**config.mk**
```make
export PLATFORM = sky130hd
export DESIGN_NAME = ycbcr_convert_arbiter
export DESIGN_NICKNAME = d
export VERILOG_FILES = /design/src/rtl/ycbcr_pkg.sv /design/src/rtl/rgb_to_ycbcr.sv /design/src/rtl/ycbcr_convert_arbiter.sv
export SDC_FILE = /design/constraint.sdc
export NUM_CORES = 1
export LEC_CHECK = 0
export CAP_MARGIN = 20
export CORE_ASPECT_RATIO = 1.2
export CORE_MARGIN = 3
export CORE_UTILIZATION = 50
export CTS_BUF_LIST = sky130_fd_sc_hd__clkbuf_8
export DETAILED_ROUTE_END_ITERATION = 6
export GPL_ROUTABILITY_DRIVEN = 0
export PLACE_DENSITY = 0.71
export RECOVER_POWER = 25
export SLEW_MARGIN = 20
export SYNTH_ARGS = -nofsm -noshare
export SYNTH_HDL_FRONTEND = slang
export SYNTH_SLANG_ARGS = --single-unit
```
**constraint.sdc**
```tcl
create_clock -name iClk -period 7.2 [get_ports iClk]
set_clock_uncertainty 0.15 [all_clocks]
set_input_delay 1.08 -clock iClk [delete_from_list [all_inputs] [get_ports iClk]]
set_output_delay 1.08 -clock iClk [all_outputs]
set_load 0.02 [all_outputs]
```
**src/rtl/ycbcr_pkg.sv**
```systemverilog
// Shared types and constants for the two-requester RGB to YCbCr converter.
// No logic of its own.
package ycbcr_pkg;

  localparam int PIX_W     = 24;
  localparam int BURST_DEF = 4;

  typedef logic [PIX_W-1:0] pixel_t;

  typedef enum logic [1:0] {
    IDLE = 2'd0,
    OWN0 = 2'd1,
    OWN1 = 2'd2
  } arbState_t;

endpackage

```
**src/rtl/rgb_to_ycbcr.sv**
```systemverilog
// Combinational BT.601 studio-range RGB to YCbCr converter, zero latency.
// No handshake: the surrounding pipeline decides when the result is captured.
module rgb_to_ycbcr
  import ycbcr_pkg::*;
(
  input  pixel_t iRgb,
  output pixel_t oYcc
);

  logic signed [17:0] r, g, b;
  logic signed [17:0] ySum, cbSum, crSum;
  logic        [7:0]  y, cb, cr;

  assign r = 18'(iRgb[23:16]);
  assign g = 18'(iRgb[15:8]);
  assign b = 18'(iRgb[7:0]);

  // Chroma sums go negative, so the divide by 256 is an arithmetic shift (floor).
  assign ySum  = 18'sd66  * r + 18'sd129 * g + 18'sd25 * b;
  assign cbSum = 18'sd112 * b - 18'sd38  * r - 18'sd74 * g;
  assign crSum = 18'sd112 * r - 18'sd94  * g - 18'sd18 * b;

  assign y  = 8'(18'sd16  + (ySum  >>> 8));
  assign cb = 8'(18'sd128 + (cbSum >>> 8));
  assign cr = 8'(18'sd128 + (crSum >>> 8));

  assign oYcc = {y, cb, cr};

endmodule

```
**src/rtl/ycbcr_convert_arbiter.sv**
```systemverilog
// Round-robin burst arbiter for two RGB sources feeding a 2-stage converter; accept to oValid in 2 edges.
// Backpressure: stage 2 holds while iReady is low, oReady drops once both stages are full.
module ycbcr_convert_arbiter
  import ycbcr_pkg::*;
#(
  parameter int BURST = BURST_DEF
) (
  input  logic             iClk,
  input  logic             iRst,
  input  logic [1:0]       iValid,
  output logic [1:0]       oReady,
  input  logic [PIX_W-1:0] iRGB0,
  input  logic [PIX_W-1:0] iRGB1,
  output logic             oValid,
  input  logic             iReady,
  output logic [PIX_W-1:0] oYCbCr,
  output logic             oId,
  output logic             oBusy
);

  localparam logic [3:0] BURST_L = 4'(BURST);

  arbState_t   state, stateNext;
  logic [3:0]  burstCnt, burstCntNext;
  logic        rrLast, rrLastNext;

  logic        s1Vld, s1Id;
  pixel_t      s1Rgb;
  logic        s2Vld, s2Id;
  pixel_t      s2Ycc;
  pixel_t      convYcc;

  logic        s2Load, s1Open;
  logic        cur, curValid, othValid, burstEnd;
  logic        xfer, xferId;

  assign s2Load = !s2Vld || iReady;
  assign s1Open = !s1Vld || s2Load;

  always_ff @(posedge iClk or posedge iRst) begin
    if (iRst) begin
      state    <= IDLE;
      burstCnt <= 4'd0;
      rrLast   <= 1'b1;
    end else begin
      state    <= stateNext;
      burstCnt <= burstCntNext;
      rrLast   <= rrLastNext;
    end
  end

  always_comb begin
    stateNext    = state;
    burstCntNext = burstCnt;
    rrLastNext   = rrLast;
    oReady       = 2'b00;
    cur          = 1'b0;
    curValid     = 1'b0;
    othValid     = 1'b0;
    burstEnd     = 1'b0;
    xfer         = 1'b0;
    xferId       = 1'b0;
    case (state)
      IDLE: begin
        if (iValid == 2'b11)  stateNext = rrLast ? OWN0 : OWN1;
        else if (iValid[0])   stateNext = OWN0;
        else if (iValid[1])   stateNext = OWN1;
      end
      OWN0, OWN1: begin
        cur      = (state == OWN1);
        curValid = cur ? iValid[1] : iValid[0];
        othValid = cur ? iValid[0] : iValid[1];
        // Grant is a function of state and pipeline space only, never of iValid.
        oReady   = cur ? {s1Open, 1'b0} : {1'b0, s1Open};
        xfer     = curValid && s1Open;
        xferId   = cur;
        burstEnd = xfer && ((burstCnt + 4'd1) == BURST_L);
        if (burstEnd || !curValid) begin
          burstCntNext = 4'd0;
          rrLastNext   = cur;
          if (othValid)      stateNext = cur ? OWN0 : OWN1;
          else if (curValid) stateNext = state;
          else               stateNext = IDLE;
        end else if (xfer) begin
          burstCntNext = burstCnt + 4'd1;
        end
      end
      default: stateNext = IDLE;
    endcase
  end

  rgb_to_ycbcr uConv (
    .iRgb (s1Rgb),
    .oYcc (convYcc)
  );

  always_ff @(posedge iClk or posedge iRst) begin
    if (iRst) begin
      s1Vld <= 1'b0;
      s1Id  <= 1'b0;
      s1Rgb <= '0;
      s2Vld <= 1'b0;
      s2Id  <= 1'b0;
      s2Ycc <= '0;
    end else begin
      if (s2Load) begin
        s2Vld <= s1Vld;
        if (s1Vld) begin
          s2Ycc <= convYcc;
          s2Id  <= s1Id;
        end
      end
      if (s1Open) begin
        s1Vld <= xfer;
        if (xfer) begin
          s1Rgb <= xferId ? iRGB1 : iRGB0;
          s1Id  <= xferId;
        end
      end
    end
  end

  assign oValid = s2Vld;
  assign oYCbCr = s2Ycc;
  assign oId    = s2Id;
  assign oBusy  = (state != IDLE) || s1Vld || s2Vld;

endmodule

```
Yosys cells after proc, flatten, opt, wreduce, memory -nomap -nowiden --
Cells that the tools add are included.
Storage, ports and cells: flip-flop bits (word level) 59, bits in latches 0, RAM bits 0, ROM bits 0, output and inout bits 29, logic and storage cells 72, memories 0
Cells by class: $add $sub $neg 10, multipliers 9, divide/modulo/power cells 0, magnitude comparators 0, eq/ne operators 7, shift-type cells 0, mux-type cells 18, bitwise logic cells 0, reductions and logical operators 19
Operators with widths (count):
- subtractor 16 bit | 4
- multiplier 6 x 8 -> 14 bit (first input constant) | 3
- adder 16 bit | 2
- multiplier 5 x 8 -> 13 bit (first input constant) | 2
- two-way mux 24 bit | 1
- multiplier 3 x 8 -> 11 bit (first input constant) | 2
- two-way mux 2 bit | 10
- adder 8 bit (first input constant) | 2
- multiplier 8 x 8 -> 16 bit (first input constant) | 1
- multiplier 4 x 8 -> 12 bit (first input constant) | 1
- adder 6 x 8 -> 8 bit (first input constant) | 1
- two-way mux 4 bit | 2
- AND reduction 2 bit | 4
- logical OR 1 bit | 5
- adder 4 x 1 -> 4 bit (second input constant) | 1
- == test 2 bit (second input constant) | 2
- == test 4 x 3 -> 1 bit (second input constant) | 1
- two-way mux 1 bit | 4
- != test 4 bit (second input constant) | 1
- case mux 2 bit (2 select lines) | 1
- nonzero test 2 bit | 2
- zero test 1 bit | 3
- != test 3 bit (second input constant) | 1
- AND reduction 3 bit | 1
- 5 further kinds | 6

Logic depth before layout (Yosys ltp) --
depth in word-level cells 8, mapped depth 24, mapped depth without buffers 24

Cells and area by module --
Synthesis repeated with hierarchy kept, for this count alone.
Second synthesis, totals: cells, all modules 980, area total of the unflattened synthesis 9350.2 sq um
By module, submodules not included:
- rgb_to_ycbcr | times used 1, cells each 756, area each 6660.1 sq um, sequential area each 0.0 sq um
- ycbcr_convert_arbiter | times used 1, cells each 224, area each 2690.1 sq um, sequential area each 1477.7 sq um

Worst setup path before layout --
OpenSTA, ideal clock, no wires.
path type reg-to-reg, from reg s1Rgb[10], to reg s2Ycc[7] (netlist: oYCbCr[7]), setup time 0.133 ns, arrival 5.063 ns, setup slack 1.853 ns, cell stages (with the launch flop) 21, path buffers 0, period minus slack after synthesis 5.347 ns, cell sequence dfrtp_1 -> inv_1 -> fa_1 -> inv_1 -> ha_1 -> fa_1 -> ha_1 -> a21o_1 -> a21oi_1 -> o21bai_1 -> a21oi_1 -> xnor2_1 -> fa_1 -> inv_1 -> ha_1 -> a21o_1 -> a21o_1 -> a221o_1 -> a211oi_1 -> xor2_1 -> o21ai_0
Between the ends: cells in the longest elaborated chain, start to end 4
RTL lines:
- from (decl) | RTL line ycbcr_convert_arbiter.sv:28 | pixel_t s1Rgb;
- from (signal assigned) | RTL line ycbcr_convert_arbiter.sv:116 | s1Rgb <= xferId ? iRGB1 : iRGB0;
- multiplier 6 x 8 -> 14 bit | RTL line rgb_to_ycbcr.sv:21 | assign crSum = 18'sd112 * r - 18'sd94 * g - 18'sd18 * b;
- subtractor 16 bit (2 in series) | RTL line rgb_to_ycbcr.sv:21
- adder 8 bit | RTL line rgb_to_ycbcr.sv:25 | assign cr = 8'(18'sd128 + (crSum >>> 8));
- to (signal assigned) | RTL line ycbcr_convert_arbiter.sv:109 | s2Ycc <= convYcc;
- to (decl) | RTL line ycbcr_convert_arbiter.sv:30 | pixel_t s2Ycc;
Every way passes these cells. A chain may end at the register's enable or synchronous reset.

Final worst setup path --
Ends and elaborated chain as after synthesis.

==> impl_metrics.ini <==
[outcome]
status = finished, violations left
violations = capacitance limit, slew limit

[setup_path]
crit_type = reg -> reg
cp.arrival_ps = 5840
cp-start-kind = flop
path_max_fanout = 7
cp.required_ps = 7290
cp-end-kind = flop
r2r-start = s1Rgb[10]$_DFFE_PP0P_
crit_path_start = s1Rgb[10]$_DFFE_PP0P_

[clock_network]
cts_hold_buf = 0
cts-root-buf = clkbuf_8
clock_latency_ps = 370
clk_path_buf_depth = 2
clkTransAtPathRegs_ps = 80
htreeDepth = 3
post_cts_resized = 0
clock_sinks = 59
cts_tree = done
cts_made_buffers = 9
post_cts_buffers = 0

[detailed_routing]
drtIter0Drc = 299
routed_via_density = 5.227
ant_nets = 0
wire_per_inst_um = 15.38
via_count = 7104
firstDrtPassIters = 4
drt-total-wl_um = 20910
drc = 0

[placement]
dp_hpwl_um = 17650
portBuffers = 81

[global_routing]
antenna_found_initial = 0
grt_max_degree = 60
grt.total_usage = 0.2120
grt_pass1_vias = 7419
grt_pass1_wl_um = 34890
grt_overflow = 0

[finish]
layout_common_cells = ha_1 (214), inv_1 (197), clkdlybuf4s50_1 (79)
diodes = 0
syn_to_final_growth_pct = 13.85
layout.cells.most_common = ha_1
drive_gt1_frac = 0.02891
nNetsFinal = 1448

[synth]
yosys.area_share.adder = 0.4473
synth_edf_count = 0
synth_top_family_by_area = adder cells
syn_avg_cell_area_um2 = 9.274
synth_warnings = 0
synth_xor_area_frac = 0.06634
synthCells = 1025
synth_mux_area_frac = 0.03475
synthFlopType = dfrtp_1
synthSimpleGateAreaFrac = 0.07753
ys_seq_elements = 59
synth_area_um2 = 9505
ys_seq_area_frac = 0.1555
syn_nets = 1371
synthArstFlopShare = 1.000
netlist-cell-type-count = 57
synth_compound_gate_area_share = 0.1328

[timing]
fin_crit_sh = 0.7986
hold-worst-slack_ps = 334.8
slew_violations = 60
tns_ps = 0
worst_slew_pin_slew_ps = 3411
finalHoldViolations = 0
setup_viol = 0
rsz0062_at_grt = no
max_freq_mhz = 173.9
relSlewSlack = -1.274
fin_crit_ps = 5750

[floorplan]
die-width_um = 131.9
dieArea_um2 = 20710
initial_utilization = 0.5153
die_h_um = 157.0
io_pins = 82
rows = 54
coreArea_um2 = 18450

[hold_path]
hold_path.class = reg -> reg
hp-start = oYCbCr[13]$_DFFE_PP0P_

[flow_run]
cap_violations = 1
## worst max-delay path, stage by stage, from the launching register on
cell and delay, ps:
dfrtp_1 500, inv_1 160, fa_1 550, inv_1 40, ha_1 290, fa_1 530, fa_1 480, a21o_1 180
a21oi_1 240, o21bai_1 90, a21oi_1 220, xnor2_1 130, fa_1 550, inv_1 50, ha_1 340, a21o_1 190
a221o_1 400, a211oi_1 260, xor2_1 170, o21ai_0 80
## synth_stat cells, types with 7 or more instances
cell,number,area share
nor3_1,8,0.0042
a21o_1,21,0.017
dfrtp_1,58,0.15
xnor2_1,50,0.046
clkbuf_1,14,0.0055
xor2_1,22,0.020
o21bai_1,13,0.010
o21ai_0,71,0.037
fa_1,78,0.16
nor2b_1,9,0.0059
a21oi_1,53,0.028
nor2_1,21,0.0083
nand2_1,74,0.029
ha_1,215,0.28
mux2i_1,26,0.027
nand2b_1,7,0.0046
inv_1,198,0.078
a211oi_1,9,0.0071
## routing by layer
layer  track usage  share of wire  vias up
li1              -              -     3591
met1        0.2446           0.42     3335
met2        0.3824           0.49      135
met3       0.03772          0.040       43
met4        0.1016          0.045        0
met5             0              0        -
## state kept, by name, indices dropped and copies added (netlist names)
| name | cells |
|---|---|
| s1Id | 1 |
| rrLast | 1 |
| state | 2 |
| s1Rgb | 24 |
| s1Vld | 1 |
| oValid | 1 |
| oId | 1 |
| oYCbCr | 24 |
| burstCnt | 4 |
## path summary, 6_finish.rpt
path                       slack, ps                      to  depth (start not counted)
setup / recovery                1450   oYCbCr[7]$_DFFE_PP0P_                         19
hold / removal                   330  oYCbCr[13]$_DFFE_PP0P_                          2
setup reg to reg                1450   oYCbCr[7]$_DFFE_PP0P_                         19
hold reg to reg                  330  oYCbCr[13]$_DFFE_PP0P_                          2
max in group asynchronous       2640  oYCbCr[16]$_DFFE_PP0P_                          3
min in group asynchronous       2300   oYCbCr[1]$_DFFE_PP0P_                          3
## area by class of cell
type | count | area [µm²]
clock buffer | 10 | 137.6
clock inverter | 6 | 111.4
fill | 1574 | 7624
inverter | 198 | 743.2
multi-input combinational | 751 | 7214
sequential | 59 | 1478
tap | 252 | 315.3
timing repair buffer | 83 | 822.0
## per-stage QoR
step	instances	util	cell area [µm²]	setup slack (ps)
after global placement	1343	0.5734	10580	1572
final	1359	0.5867	10820	1450
after floorplan	1025	-	9505	1853
after global routing	1359	0.5867	10820	1065
after CTS	1359	0.5869	10830	1446
after detailed placement	1343	0.5734	10580	1464
## cells by family (layout without fill, tap and decap cells)
family / after synthesis / count (layout)
AOI/OAI and AO/OA: 204 / 204
xor gates and xnor gates: 72 / 72
adders and majority gates: 293 / 293
buffers and inverters: 215 / 297
DFF: 59 / 59
muxes: 32 / 32
and+or+nand+nor: 150 / 150
Power is not shown: default switching activity piles up to over one toggle a cycle in this logic, so the estimate is an artifact.
